File: config.mk
export PLATFORM = sky130hd
export DESIGN_NAME = i2s_rx
export DESIGN_NICKNAME = d
export VERILOG_FILES = /design/src/rtl/i2s_pkg.sv /design/src/rtl/i2s_in_sync.sv /design/src/rtl/i2s_rx.sv
export SDC_FILE = /design/constraint.sdc
export NUM_CORES = 1
export LEC_CHECK = 0
export CAP_MARGIN = 20
export CORE_AREA = 2 2 94 96
export CTS_CLUSTER_DIAMETER = 30
export CTS_CLUSTER_SIZE = 8
export DETAILED_ROUTE_END_ITERATION = 8
export DIE_AREA = 0 0 96 98
export DONT_BUFFER_PORTS = 1
export GPL_ROUTABILITY_DRIVEN = 0
export PLACE_DENSITY = 0.53
export RECOVER_POWER = 25
export SLEW_MARGIN = 5
export SYNTH_ARGS = -nofsm -noshare
export SYNTH_HDL_FRONTEND = slang
export SYNTH_SLANG_ARGS = --single-unit
File: constraint.sdc
create_clock -name clk32 -period 2.5 [get_ports clk32]
set_clock_uncertainty 0.15 [all_clocks]
set_input_delay 0.25 -clock clk32 [delete_from_list [all_inputs] [get_ports clk32]]
set_output_delay 0.25 -clock clk32 [all_outputs]
set_load 0.05 [all_outputs]
File: src/rtl/i2s_pkg.sv
// rtl/i2s_pkg.sv - shared state type and constants for the I2S receiver
package i2s_pkg;

  typedef enum logic [1:0] {
    RX_IDLE  = 2'd0,
    RX_LEFT  = 2'd1,
    RX_RIGHT = 2'd2
  } i2s_rx_state_t;

  localparam logic WS_LEFT = 1'b0;

endpackage

File: src/rtl/i2s_in_sync.sv
// rtl/i2s_in_sync.sv - synchroniser for BCK/WS/DIN with registered, aligned bck_rise
module i2s_in_sync #(
  parameter int SYNC_STAGES = 2
) (
  input  logic clk32,
  input  logic reset,
  input  logic bck_i,
  input  logic ws_i,
  input  logic din_i,
  output logic bck_rise_o,
  output logic ws_o,
  output logic din_o
);

  logic [SYNC_STAGES-1:0] bck_sync_q;
  logic [SYNC_STAGES-1:0] ws_sync_q;
  logic [SYNC_STAGES-1:0] din_sync_q;
  logic                   bck_last_q;
  logic                   bck_rise_q;
  logic                   ws_q;
  logic                   din_q;

  // Shift each asynchronous input through its own synchroniser chain
  always_ff @(posedge clk32) begin
    if (reset) begin
      bck_sync_q <= '0;
      ws_sync_q  <= '0;
      din_sync_q <= '0;
    end else begin
      bck_sync_q <= {bck_sync_q[SYNC_STAGES-2:0], bck_i};
      ws_sync_q  <= {ws_sync_q[SYNC_STAGES-2:0], ws_i};
      din_sync_q <= {din_sync_q[SYNC_STAGES-2:0], din_i};
    end
  end

  // Register the rise detect with ws/din taken from the same stage so all three line up
  always_ff @(posedge clk32) begin
    if (reset) begin
      bck_last_q <= 1'b0;
      bck_rise_q <= 1'b0;
      ws_q       <= 1'b0;
      din_q      <= 1'b0;
    end else begin
      bck_last_q <= bck_sync_q[SYNC_STAGES-1];
      bck_rise_q <= bck_sync_q[SYNC_STAGES-1] & ~bck_last_q;
      ws_q       <= ws_sync_q[SYNC_STAGES-1];
      din_q      <= din_sync_q[SYNC_STAGES-1];
    end
  end

  assign bck_rise_o = bck_rise_q;
  assign ws_o       = ws_q;
  assign din_o      = din_q;

endmodule

File: src/rtl/i2s_rx.sv
// rtl/i2s_rx.sv - I2S receiver top: framing FSM, shifter, staging and outputs (I2S_RX_PHILIPS_EN selects Philips framing)
module i2s_rx
  import i2s_pkg::*;
#(
  parameter int DATA_W      = 16,
  parameter int SLOT_W      = 16,
  parameter int SYNC_STAGES = 2
) (
  input  logic              clk32,
  input  logic              reset,
  input  logic              i2s_bck,
  input  logic              i2s_ws,
  input  logic              i2s_din,
  output logic [DATA_W-1:0] audio_l,
  output logic [DATA_W-1:0] audio_r,
  output logic              sample_valid,
  output logic              locked,
  output logic              frame_err
);

  localparam int              CNT_W    = $clog2(SLOT_W + 2);
  localparam logic [CNT_W-1:0] SLOT_CNT = CNT_W'(SLOT_W);
  localparam logic [CNT_W-1:0] DATA_CNT = CNT_W'(DATA_W);
  localparam logic [CNT_W-1:0] SAT_CNT  = CNT_W'(SLOT_W + 1);

  logic bit_rise;
  logic ws_s;
  logic din_s;
  logic ws_edge;
  logic slot_end;
  logic slot_ws;

  i2s_rx_state_t     state_q, state_d;
  logic [CNT_W-1:0]  bit_cnt_q, bit_cnt_d;
  logic [DATA_W-1:0] shreg_q, shreg_d;
  logic [DATA_W-1:0] stage_q, stage_d;
  logic [DATA_W-1:0] audio_l_q, audio_l_d;
  logic [DATA_W-1:0] audio_r_q, audio_r_d;
  logic              valid_q, valid_d;
  logic              err_q, err_d;
  logic              locked_q, locked_d;
  logic              ws_prev_q, ws_prev_d;

  i2s_in_sync #(
    .SYNC_STAGES(SYNC_STAGES)
  ) u_sync (
    .clk32     (clk32),
    .reset     (reset),
    .bck_i     (i2s_bck),
    .ws_i      (i2s_ws),
    .din_i     (i2s_din),
    .bck_rise_o(bit_rise),
    .ws_o      (ws_s),
    .din_o     (din_s)
  );

  assign ws_edge = bit_rise && (ws_s != ws_prev_q);

`ifdef I2S_RX_PHILIPS_EN
  logic edge_pend_q;
  logic edge_ws_q;

  // Remember a WS edge so the slot closes one bck_rise later, after the old slot's LSB
  always_ff @(posedge clk32) begin
    if (reset) begin
      edge_pend_q <= 1'b0;
      edge_ws_q   <= 1'b0;
    end else if (bit_rise) begin
      edge_pend_q <= ws_edge;
      edge_ws_q   <= ws_s;
    end
  end

  assign slot_end = bit_rise && edge_pend_q;
  assign slot_ws  = edge_ws_q;
`else
  assign slot_end = ws_edge;
  assign slot_ws  = ws_s;
`endif

  // Next-state: slot close/open on slot_end, otherwise shift and count the current slot
  always_comb begin
    state_d   = state_q;
    bit_cnt_d = bit_cnt_q;
    shreg_d   = shreg_q;
    stage_d   = stage_q;
    audio_l_d = audio_l_q;
    audio_r_d = audio_r_q;
    valid_d   = 1'b0;
    err_d     = 1'b0;
    locked_d  = locked_q;
    ws_prev_d = ws_prev_q;
    if (bit_rise) begin
      ws_prev_d = ws_s;
      if (slot_end) begin
        if (state_q == RX_IDLE) begin
          if (slot_ws == WS_LEFT) begin
            state_d   = RX_LEFT;
            shreg_d   = {{(DATA_W-1){1'b0}}, din_s};
            bit_cnt_d = CNT_W'(1);
          end
        end else if (bit_cnt_q == SLOT_CNT) begin
          if (state_q == RX_LEFT) begin
            stage_d = shreg_q;
            state_d = RX_RIGHT;
          end else begin
            audio_l_d = stage_q;
            audio_r_d = shreg_q;
            valid_d   = 1'b1;
            locked_d  = 1'b1;
            state_d   = RX_LEFT;
          end
          // The bit on this rise is already bit 0 of the new slot
          shreg_d   = {{(DATA_W-1){1'b0}}, din_s};
          bit_cnt_d = CNT_W'(1);
        end else begin
          err_d    = 1'b1;
          locked_d = 1'b0;
          state_d  = RX_IDLE;
        end
      end else if (state_q != RX_IDLE) begin
        if (bit_cnt_q < DATA_CNT) begin
          shreg_d = {shreg_q[DATA_W-2:0], din_s};
        end
        if (bit_cnt_q != SAT_CNT) begin
          bit_cnt_d = bit_cnt_q + CNT_W'(1);
        end
      end
    end
  end

  // State and output registers
  always_ff @(posedge clk32) begin
    if (reset) begin
      state_q   <= RX_IDLE;
      bit_cnt_q <= '0;
      shreg_q   <= '0;
      stage_q   <= '0;
      audio_l_q <= '0;
      audio_r_q <= '0;
      valid_q   <= 1'b0;
      err_q     <= 1'b0;
      locked_q  <= 1'b0;
      ws_prev_q <= 1'b0;
    end else begin
      state_q   <= state_d;
      bit_cnt_q <= bit_cnt_d;
      shreg_q   <= shreg_d;
      stage_q   <= stage_d;
      audio_l_q <= audio_l_d;
      audio_r_q <= audio_r_d;
      valid_q   <= valid_d;
      err_q     <= err_d;
      locked_q  <= locked_d;
      ws_prev_q <= ws_prev_d;
    end
  end

  assign audio_l      = audio_l_q;
  assign audio_r      = audio_r_q;
  assign sample_valid = valid_q;
  assign locked       = locked_q;
  assign frame_err    = err_q;

endmodule

==> reports/results.tsv <==
stage	metric	value	unit
outcome	status	completed	
setup_path	critical path endpoint category	register	
setup_path	RR Startpoint	bit_cnt_q[0]	
grt	global-route wire length before repair	10940	um
pwr	pwr dens	707.3	nW/um^2
synth	Mapped Nets	389	
setup_path	Critical Path Source	bit_cnt_q[0]	
clocking	clk_lat worst skew	360	ps
floorplanning	Core Footprint	8466	um^2
clocking	Clock Pin Slew Worst Setup and Hold Paths	90	ps
timing	min cycle time layout	2187	ps
grt	largest net degree at the start of global routing	86	
synth	Synth Area in Adders	1.141	%
timing	setup_tns	0	ps
synth	sequential-to-total area share from yosys stat	51.73	%
floorplanning	Initial Utilization	38.86	%
timing	Fmax	457.2	MHz
placement	dpl hpwl	4018	um
final_layout	share of cells above drive strength 1	7.407	%
synth	mux cell area share after synthesis	5.173	%
route	via count	2395	
final_layout	Antenna diodes	0	
grt	number of global-route vias before repair	2221	
setup_path	Slowest-stage cell, CP	dfxtp_1	
placement	Placed Cells	466	
route	Routed WL	6490	um
synth	synth warn	0	
final_layout	Layout Nets	381	
grt	initial antenna violation count	0	
grt	Tot GR Track Use	14.91	%
floorplanning	row count	34	
grt	total gr overflow	0	
setup_path	Worst Path Buf+Inv	1	
placement	port bufs	0	
setup_path	worst flop-to-flop path endpoint	shreg_q[3]	
clocking	clock buffer depth	2	
timing	RSZ-0062 raised after global routing	no	
final_layout	synthesis-to-finish area growth	9.699	%
clocking	clock root buffer	clkbuf_8	
synth	main combinational cell family by area after synthesis	simple AND/OR/NAND/NOR gates	
timing	Relative slew margins	62.84	%
route	DRT iter0 DRCs	117	
setup_path	Crit. path cell count	7	
flow_run	MaxCap Viol Count	0	
route	per-cell routed wire length	13.35	um
setup_path	CP max FO	16	
timing	actual slew at the worst max-slew pin	556.6	ps
timing	# setup viols final	0	
floorplanning	Die Area	9408	um^2
setup_path	delay-heaviest family, CP	simple AND/OR/NAND/NOR gates	
final_layout	Post-Layout Cell Count	486	
floorplanning	Die Wd	96	um
setup_path	Critical Path AT	2320	ps
route	antenna-violating nets left	0	
worst_hold_path	hold crit path type	in -> reg	
setup_path	worst path cell trace	inv_1 > ha_1 > and4bb_1 > o21ai_1 > o311ai_4 > nand2_4 > mux2i_1	
synth	Synth Area in Compound Gates	13.01	%
timing	hold_ws	99.21	ps
floorplanning	Die Height	98	um
timing	Final Cycle Share	87.49	%
synth	Post-Synth Simple-Gate Area	24.27	%
synth	Post-Synthesis Cell Area	3289	um^2
setup_path	Critical Path RT	2630	ps
synth	xor and xnor fraction of the mapped netlist area	0.2663	%
timing	Fin. Hold Viols	0	
setup_path	worst setup path end	shreg_q[3]	
synth	Mean Syn Cell Area	8.634	um^2
route	drt via density	4.928	
timing	fin. max-slew vios	0	
setup_path	crit start category	register	
synth	flops & latches, synth	85	
clocking	CTS tree	built	
synth	post-synthesis cell count	381	
final_layout	Final Core Density	42.62	%
clocking	CTS buffer count	9	
pwr	Max VDD drop	0.3389	mV
setup_path	Largest stage delay, worst path	450	ps
setup_path	crit path kind	reg -> reg	
floorplanning	IO Count	40	
pwr	total chip power	2.552	mW
setup_path	setup slack, reg-to-reg	310	ps
clocking	Clock Sink Count	85	
synth	Netlist cell types	41	
clocking	CTS H-tree depth	3	
pwr	LEAKAGE	1.322	nW
route	Pre-antenna DRT Iters	4	
route	Remaining DRCs	0	
setup_path	Reg2Reg Depth	7	
==> registers in the layout (all words and copies together) (netlist names), 2 cells and up <==
register / cells
u_sync.ws_sync_q: 2
bit_cnt_q: 5
u_sync.bck_sync_q: 2
stage_q: 16
audio_l: 16
u_sync.din_sync_q: 2
shreg_q: 16
audio_r: 16
state_q: 2
==> layout by cell type, fill, tap and decap left out, types with 2 or more instances in the layout <==
master         count
mux2i_1           17
o211ai_1           2
inv_1              2
clkbuf_8          10
bufinv_16          2
nor2b_1           12
o21ai_1            2
or3_1              2
buf_4              3
nor2_2             2
nand3_1            4
nor2_1             7
ha_1               3
inv_6              2
nand2_1          120
inv_8              2
nand2b_1          17
a311oi_1           3
a21oi_1           51
dlygate4sd3_1      3
a41oi_1            2
o21ai_0            3
dfxtp_1           85
a211oi_1           2
==> cells by family (layout without fill, tap and decap cells) <==
kind of cell,Yosys count,after routing
multiplexers,17,17
AND/OR/NAND/NOR,175,175
flip-flops,85,85
XOR/XNOR,1,1
adder cells (fa/ha/maj),3,3
buffers and inverters,28,25
AO/OA/AOI/OAI,72,72
==> repair_timing <==
action | CTS | global route
setup buffers | 0 | 0
hold endpoints to repair | 85 | 0
gates resized for setup | 0 | 1
hold buffers | 4 | 0
endpoints found under the setup margin | 0 | 1
==> per-stage QoR <==
stage / cell area [um^2] / setup WS, ps
5_1_grt: 3608 / 90.11
6_report: 3608 / 312.7
4_1_cts: 3607 / 223.6
3_3_place_gp: 3312 / 353.7
3_5_place_dp: 3312 / 247.2
2_1_floorplan: 3289 / 495.9
==> Yosys cell counts, drive strengths merged <==
| cell | instances | area share (%) |
|---|---|---|
| buf | 14 | 2.8 |
| and2 | 1 | 0.19 |
| nor4 | 1 | 0.19 |
| nor2 | 9 | 1.1 |
| a211oi | 2 | 0.46 |
| nor2b | 12 | 2.3 |
| or2 | 2 | 0.38 |
| inv | 2 | 0.23 |
| a21o | 1 | 0.23 |
| dfxtp | 85 | 52 |
| a21boi | 1 | 0.23 |
| nand2b | 17 | 3.2 |
| o21a | 1 | 0.23 |
| nand3 | 4 | 0.61 |
| nand4b | 2 | 0.72 |
| nand2 | 121 | 14 |
| and4b | 1 | 0.30 |
| a311oi | 3 | 0.80 |
| a21oi | 52 | 8.0 |
| or3 | 2 | 0.38 |
| nor3 | 1 | 0.15 |
| xor2 | 1 | 0.27 |
| nor4bb | 1 | 0.30 |
| mux2i | 17 | 5.2 |
| ha | 3 | 1.1 |
| and4bb | 1 | 0.38 |
| clkbuf | 12 | 1.4 |
| o311ai | 1 | 0.80 |
| o31ai | 1 | 0.23 |
| a2bb2oi | 1 | 0.27 |
| o21ai | 5 | 0.76 |
| a41oi | 2 | 0.53 |
| o211ai | 2 | 0.46 |
==> how the worst min path moves through the flow <==
stage | start | to | slack (ps) | cells after the start
after CTS | reset | sample_valid | 100 | 2
after floorplan | reset | u_sync.bck_last_q | 180 | 1
after detailed placement | reset | audio_r[1] | 180 | 1
final | reset | sample_valid | 100 | 2
after global routing | reset | sample_valid | 120 | 2
after global placement | reset | state_q[1] | 180 | 1
==> cell type report <==
cell class / instances / area, um^2
Sequential cell: 85 / 1702
Multi-Input combinational cell: 268 / 1446
Tap cell: 108 / 135.1
Timing Repair Buffer: 7 / 80.08
Clock buffer: 10 / 137.6
Inverter: 2 / 7.507
Clock inverter: 6 / 100.1
Fill cell: 858 / 4857
==> power breakdown <==
part	total [mW]	switching (mW)	leakage (nW)	internal (mW)
logic	0.0471	0.0280	0.514	0.0191
registers	1.36	0.00342	0.686	1.36
clock network	1.14	0.532	0.121	0.611
==> per-layer routing <==
metal	global-route usage (%)	up-vias	wire length, um
met2	18.75	54	2542
met1	22.73	1091	3422
met3	5.324	9	428
li1	-	1241	-
met5	0	-	0
met4	5.934	0	97
(Power assumes the default switching activity.)
